==> src/rtl/btn_key_pkg.sv <==
// Shared constants and types for the push-button to Hack keyboard arbiter.
// Key codes follow the Hack keyboard map for the Basys3 buttons C, U, L, R, D.
package btn_key_pkg;

    localparam int unsigned NUM_KEYS = 5;
    localparam logic [15:0] KEY_NONE = 16'd0;
    localparam logic [15:0] KEY_CODE [NUM_KEYS] = '{16'd128, 16'd131, 16'd130, 16'd132, 16'd133};

    typedef enum logic [1:0] {IDLE, OWN, GAP} state_t;

    // Buttons without a mapped key report no key rather than indexing past the table.
    function automatic logic [15:0] key_of(input logic [2:0] idx);
        return (32'(idx) < NUM_KEYS) ? KEY_CODE[idx] : KEY_NONE;
    endfunction

endpackage

==> src/rtl/rr_pick.sv <==
// Combinational round-robin first-one search: scans req starting just after
// last_owner, wrapping at N_BTN-1, and returns the first asserted index.
module rr_pick #(
    parameter int unsigned N_BTN = 5,
    localparam int unsigned IW = (N_BTN > 1) ? $clog2(N_BTN) : 1
) (
    input  logic [N_BTN-1:0] req,
    input  logic [IW-1:0]    last_owner,
    output logic [IW-1:0]    idx,
    output logic             any
);

    logic [IW-1:0] cand;

    always_comb begin
        idx  = '0;
        any  = 1'b0;
        cand = last_owner;
        for (int unsigned i = 0; i < N_BTN; i++) begin
            cand = (cand == IW'(N_BTN - 1)) ? '0 : cand + 1'b1;
            if (!any && req[cand]) begin
                any = 1'b1;
                idx = cand;
            end
        end
    end

endmodule

==> src/rtl/btn_key_arbiter.sv <==
// Grants the Hack keyboard register to one held button at a time (round-robin)
// and emits a valid/ready key-event stream; auto-repeat when BTN_KEY_REPEAT_EN is defined.
module btn_key_arbiter
    import btn_key_pkg::*;
#(
    parameter int unsigned N_BTN        = 5,
    parameter int unsigned REPEAT_DELAY = 50_000_000,
    parameter int unsigned REPEAT_RATE  = 10_000_000
) (
    input  logic             clk,
    input  logic             reset_n,
    input  logic [N_BTN-1:0] btn_in,
    output logic [15:0]      key_code,
    output logic             busy,
    output logic             evt_valid,
    input  logic             evt_ready,
    output logic [15:0]      evt_code,
    output logic             evt_drop
);

    localparam int unsigned IW = (N_BTN > 1) ? $clog2(N_BTN) : 1;

    state_t        state;
    logic [IW-1:0] owner;
    logic [IW-1:0] last_owner;
    logic [IW-1:0] pick_idx;
    logic          pick_any;
    logic          rpt_hit;
    logic          issue;
    logic [15:0]   issue_code;

    rr_pick #(
        .N_BTN(N_BTN)
    ) u_pick (
        .req       (btn_in),
        .last_owner(last_owner),
        .idx       (pick_idx),
        .any       (pick_any)
    );

`ifdef BTN_KEY_REPEAT_EN
    localparam int unsigned RPT_MAX = (REPEAT_DELAY > REPEAT_RATE) ? REPEAT_DELAY : REPEAT_RATE;
    localparam int unsigned CW      = $clog2(RPT_MAX + 1);

    logic [CW-1:0] rpt_cnt;
    logic [CW-1:0] rpt_thr;
    logic          first_done;

    assign rpt_thr = first_done ? CW'(REPEAT_RATE - 1) : CW'(REPEAT_DELAY - 1);
    assign rpt_hit = (state == OWN) && btn_in[owner] && (rpt_cnt == rpt_thr);

    // Held at zero while idle so every grant starts a fresh delay.
    always_ff @(posedge clk) begin
        if (!reset_n || state == IDLE) begin
            rpt_cnt    <= '0;
            first_done <= 1'b0;
        end else if (state == OWN) begin
            if (rpt_hit) begin
                rpt_cnt    <= '0;
                first_done <= 1'b1;
            end else begin
                rpt_cnt <= rpt_cnt + 1'b1;
            end
        end
    end
`else
    logic unused_repeat_cfg;
    assign unused_repeat_cfg = ^{REPEAT_DELAY, REPEAT_RATE};
    assign rpt_hit           = 1'b0;
`endif

    always_comb begin
        issue      = 1'b0;
        issue_code = KEY_NONE;
        if (state == IDLE && pick_any) begin
            issue      = 1'b1;
            issue_code = key_of(3'(pick_idx));
        end else if (rpt_hit) begin
            issue      = 1'b1;
            issue_code = key_code;
        end
    end

    always_ff @(posedge clk) begin
        if (!reset_n) begin
            state      <= IDLE;
            owner      <= '0;
            last_owner <= IW'(N_BTN - 1);
            key_code   <= KEY_NONE;
            busy       <= 1'b0;
            evt_valid  <= 1'b0;
            evt_code   <= KEY_NONE;
            evt_drop   <= 1'b0;
        end else begin
            case (state)
                IDLE: begin
                    if (pick_any) begin
                        owner    <= pick_idx;
                        key_code <= issue_code;
                        busy     <= 1'b1;
                        state    <= OWN;
                    end
                end
                OWN: begin
                    if (!btn_in[owner]) begin
                        key_code   <= KEY_NONE;
                        busy       <= 1'b0;
                        last_owner <= owner;
                        state      <= GAP;
                    end
                end
                GAP:     state <= IDLE;
                default: state <= IDLE;
            endcase

            // A pending event is never overwritten; a new one without room is lost.
            if (issue) begin
                if (!evt_valid || evt_ready) begin
                    evt_valid <= 1'b1;
                    evt_code  <= issue_code;
                end else begin
                    evt_drop <= 1'b1;
                end
            end else if (evt_ready) begin
                evt_valid <= 1'b0;
            end
        end
    end

endmodule
==> config.mk <==
export PLATFORM = sky130hd
export DESIGN_NAME = btn_key_arbiter
export DESIGN_NICKNAME = d
export VERILOG_FILES = /design/src/rtl/btn_key_pkg.sv /design/src/rtl/rr_pick.sv /design/src/rtl/btn_key_arbiter.sv
export SDC_FILE = /design/constraint.sdc
export NUM_CORES = 1
export LEC_CHECK = 0
export BUFFER_PORTS_ARGS = -buffer_cell sky130_fd_sc_hd__buf_2
export CORE_UTILIZATION = 59
export DETAILED_ROUTE_END_ITERATION = 16
export GPL_ROUTABILITY_DRIVEN = 0
export HOLD_SLACK_MARGIN = 0.08
export PLACE_DENSITY = 0.86
export SLEW_MARGIN = 10
export SYNTH_ARGS = -nofsm -noshare
export SYNTH_HDL_FRONTEND = slang
export SYNTH_SLANG_ARGS = --single-unit
==> constraint.sdc <==
create_clock -name clk -period 14.2 [get_ports clk]
set_input_delay 0 -clock clk [delete_from_list [all_inputs] [get_ports clk]]
set_output_delay 0 -clock clk [all_outputs]
set_load 0.005 [all_outputs]
==> reports/qor.yml <==
sta:
  relSlewSlack_pct: 51.01
  rsz0062_at_grt: "false"
  slew_violations: 0
  tns_ns: 0
  clock-skew-final_ns: 0.007133
  setup_viol: 0
  final_hold_viol_count: 0
  worst_slew_pin_slew_ns: 0.7145
  finalCriticalPeriod_ns: 4.853
  period_share_pct: 34.18
  fin_ws_ns: 9.347
  timing.fmax_mhz: 206.1
detailed_routing:
  drtAntennaViolNets: 0
  drtIter0Drc: 139
  wl_um: 4265
  drtPass1Iterations: 4
  wl_per_cell_um: 14.56
  drc: 0
  num_vias: 1740
  avgViaCountPerCell: 5.939
cts:
  cts_resized: 0
  h-tree-depth: 1
  cts-root-buf: "clkbuf_4"
  clock_path_buffers: 2
  clkSinkCount: 19
  numCtsBuffers: 3
  cts_tree: "done"
  clk_pin_slew_ns: 0.10
  clk_latency_ns: 0.30
setup_path:
  endpoint_kind: "flop"
  cp_data_arrival_time_ns: 5.09
  worstPathMaxFanout: 12
  criticalPathCategory: "reg -> reg"
  cp-start-kind: "flop"
  crit_required_ns: 14.43
synth:
  yosys_most_used_dff: "dfxtp_1"
  ys_types: 63
  synth-compound-area-share_pct: 22.12
  avgSynthCellArea_um2: 8.188
  async_flop_share_pct: 0
  synth-edff-count: 0
  synth_fa_ha_area_share_pct: 6.394
  ys_ff_latch: 19
  synth-xor-area-share_pct: 0.4476
  seq_area_frac_synth_pct: 19.44
  synth_mux_area_share_pct: 11.83
  synth_simple_gate_area_share_pct: 24.81
  ys_warn_count: 0
  netlist_instances: 239
  syn_area_mm2: 0.001957
  synth_top_family_by_area: "simple AND/OR/NAND/NOR gates"
floorplanning:
  die_y_um: 59.59
  die_w_um: 59.59
  io_pins: 43
  fp.dieArea_mm2: 0.003551
  initial_core_util_pct: 63.06
  num_rows: 20
  core_area_mm2: 0.003103
cells_and_area:
  utilization_pct: 63.83
  diodes: 0
  syn_to_final_growth_pct: 1.215
  final_nets: 268
  filler_cell_count: 294
  regArea_um2: 380.4
  final_cell_mix: "conb_1 (24), nand2_1 (19), dfxtp_1 (19)"
  finalNonFillerCells: 293
  multiInputGateArea_mm2: 0.001374
  final_common_cell: "conb_1"
  drive_gt1_share_pct: 17.27
global_routing:
  grt-ovfl-total: 0
  grt_max_degree: 15
  gr-usage-all-layers_pct: 25.72
  grt_pass1_wl_um: 6879
  grt_pass1_vias: 1448
  antenna_found_initial: 0
place:
  dp_worst_setup_slack_ns: 9.418
  dp_cells: 288
  dp_hpwl_um: 3267
  io_buffers: 18
power_and_ir_drop:
  p_leak_nw: 0.8659
  peakVddDrop_mv: 0.1484
  p_per_area_mw_per_mm2: 231.1
  report.power.total_mw: 0.4578
status:
  status: "finished, final reports clean"
worst_hold_path:
  hp-class: "in -> reg"
job:
  maxCapViolations: 0
## final cells by class
class / count / share of cell area (%)
Multi-Input combinational cell: 195 / 69.36
Sequential cell: 19 / 19.20
Timing Repair Buffer: 19 / 5.054
Tap cell: 44 / 2.780
Inverter: 12 / 2.274
Clock buffer: 4 / 1.327
## final timing paths
kind | start | endpoint | slack [ns] | cells past startpoint
worst max-delay path | last_owner[0]$_SDFFE_PN0P_ | evt_code[1]$_SDFFE_PN0P_ | 9.35 | 17
worst min-delay path | evt_ready | evt_drop$_SDFFE_PN0P_ | 0.08 | 3
worst max register to register | last_owner[0]$_SDFFE_PN0P_ | evt_code[1]$_SDFFE_PN0P_ | 9.35 | 17
worst min register to register | evt_drop$_SDFFE_PN0P_ | evt_drop$_SDFFE_PN0P_ | 0.46 | 2
## through the flow
step           hold slack [ns]  instance area [um2]
2_1_floorplan           0.2560                 2043
3_3_place_gp            0.2596                 1944
3_5_place_dp            0.2625                 1944
4_1_cts                0.08118                 1981
5_1_grt                 0.1269                 1981
6_report               0.08305                 1981
## cell usage after synthesis, types with 4 or more instances
cell | count | area (um2)
a21oi_1 | 8 | 40.04
a31oi_1 | 4 | 25.02
and2_1 | 5 | 31.28
and3_1 | 4 | 25.02
buf_2 | 4 | 20.02
buf_4 | 24 | 180.2
clkbuf_1 | 4 | 15.01
dfxtp_1 | 19 | 380.4
ha_1 | 10 | 125.1
inv_1 | 12 | 45.04
mux2_2 | 5 | 56.30
mux2i_1 | 13 | 130.1
nand2_1 | 19 | 71.32
nand2b_1 | 4 | 25.02
nand3_1 | 9 | 45.04
nand4_1 | 7 | 43.79
nor2_1 | 10 | 37.54
nor2b_1 | 4 | 25.02
nor4_1 | 5 | 31.28
o21ai_0 | 9 | 45.04
## where the power goes
part | internal, mW | total (mW) | switching [mW]
clock network | 0.0109 | 0.0266 | 0.0157
logic | 0.138 | 0.343 | 0.204
registers | 0.0727 | 0.0884 | 0.0158
total | 0.222 | 0.458 | 0.236
## metal layers
metal | share of wire, % | global-route usage, % | up-vias
met5 | 0 | 0 | -
met4 | 0.98 | 6.977 | 0
met3 | 7.2 | 2.838 | 7
met2 | 50 | 44.30 | 70
met1 | 42 | 34.01 | 803
li1 | - | - | 860
## state kept, by name, summed over array words and instances, names as in the netlist
register,cells
evt_code,4
key_code,4
last_owner,3
owner,3
state,2
busy,1
evt_drop,1
evt_valid,1
## worst max-delay path, stage by stage, from the launching register on
cell      delay, ns
dfxtp_1        0.58
inv_1          0.14
ha_1           0.30
nand2_1        0.09
nand2_1        0.08
ha_1           0.23
o21ai_0        0.12
a22oi_2        0.17
ha_1           0.31
or4_1          0.66
a211oi_2       0.42
or4_4          0.24
nand3_4        0.10
o311a_1        0.39
o21ai_1        0.18
ha_1           0.26
or3_1          0.38
mux2i_1        0.14
## what timing repair did
action	CTS	global route
setup buffers	0	0
hold buffers	1	0
endpoints found under the hold margin	7	0
## logic make-up (layout without fill, tap and decap cells)
| logic type | after synthesis | after routing |
|---|---|---|
| xor gates and xnor gates | 1 | 1 |
| AOI/OAI and AO/OA | 55 | 55 |
| DFF | 19 | 19 |
| other | 1 | 24 |
| muxes | 20 | 20 |
| adders and majority gates | 10 | 10 |
| and+or+nand+nor | 85 | 85 |
| buffers and inverters | 48 | 35 |
(Power assumes the default switching activity.)
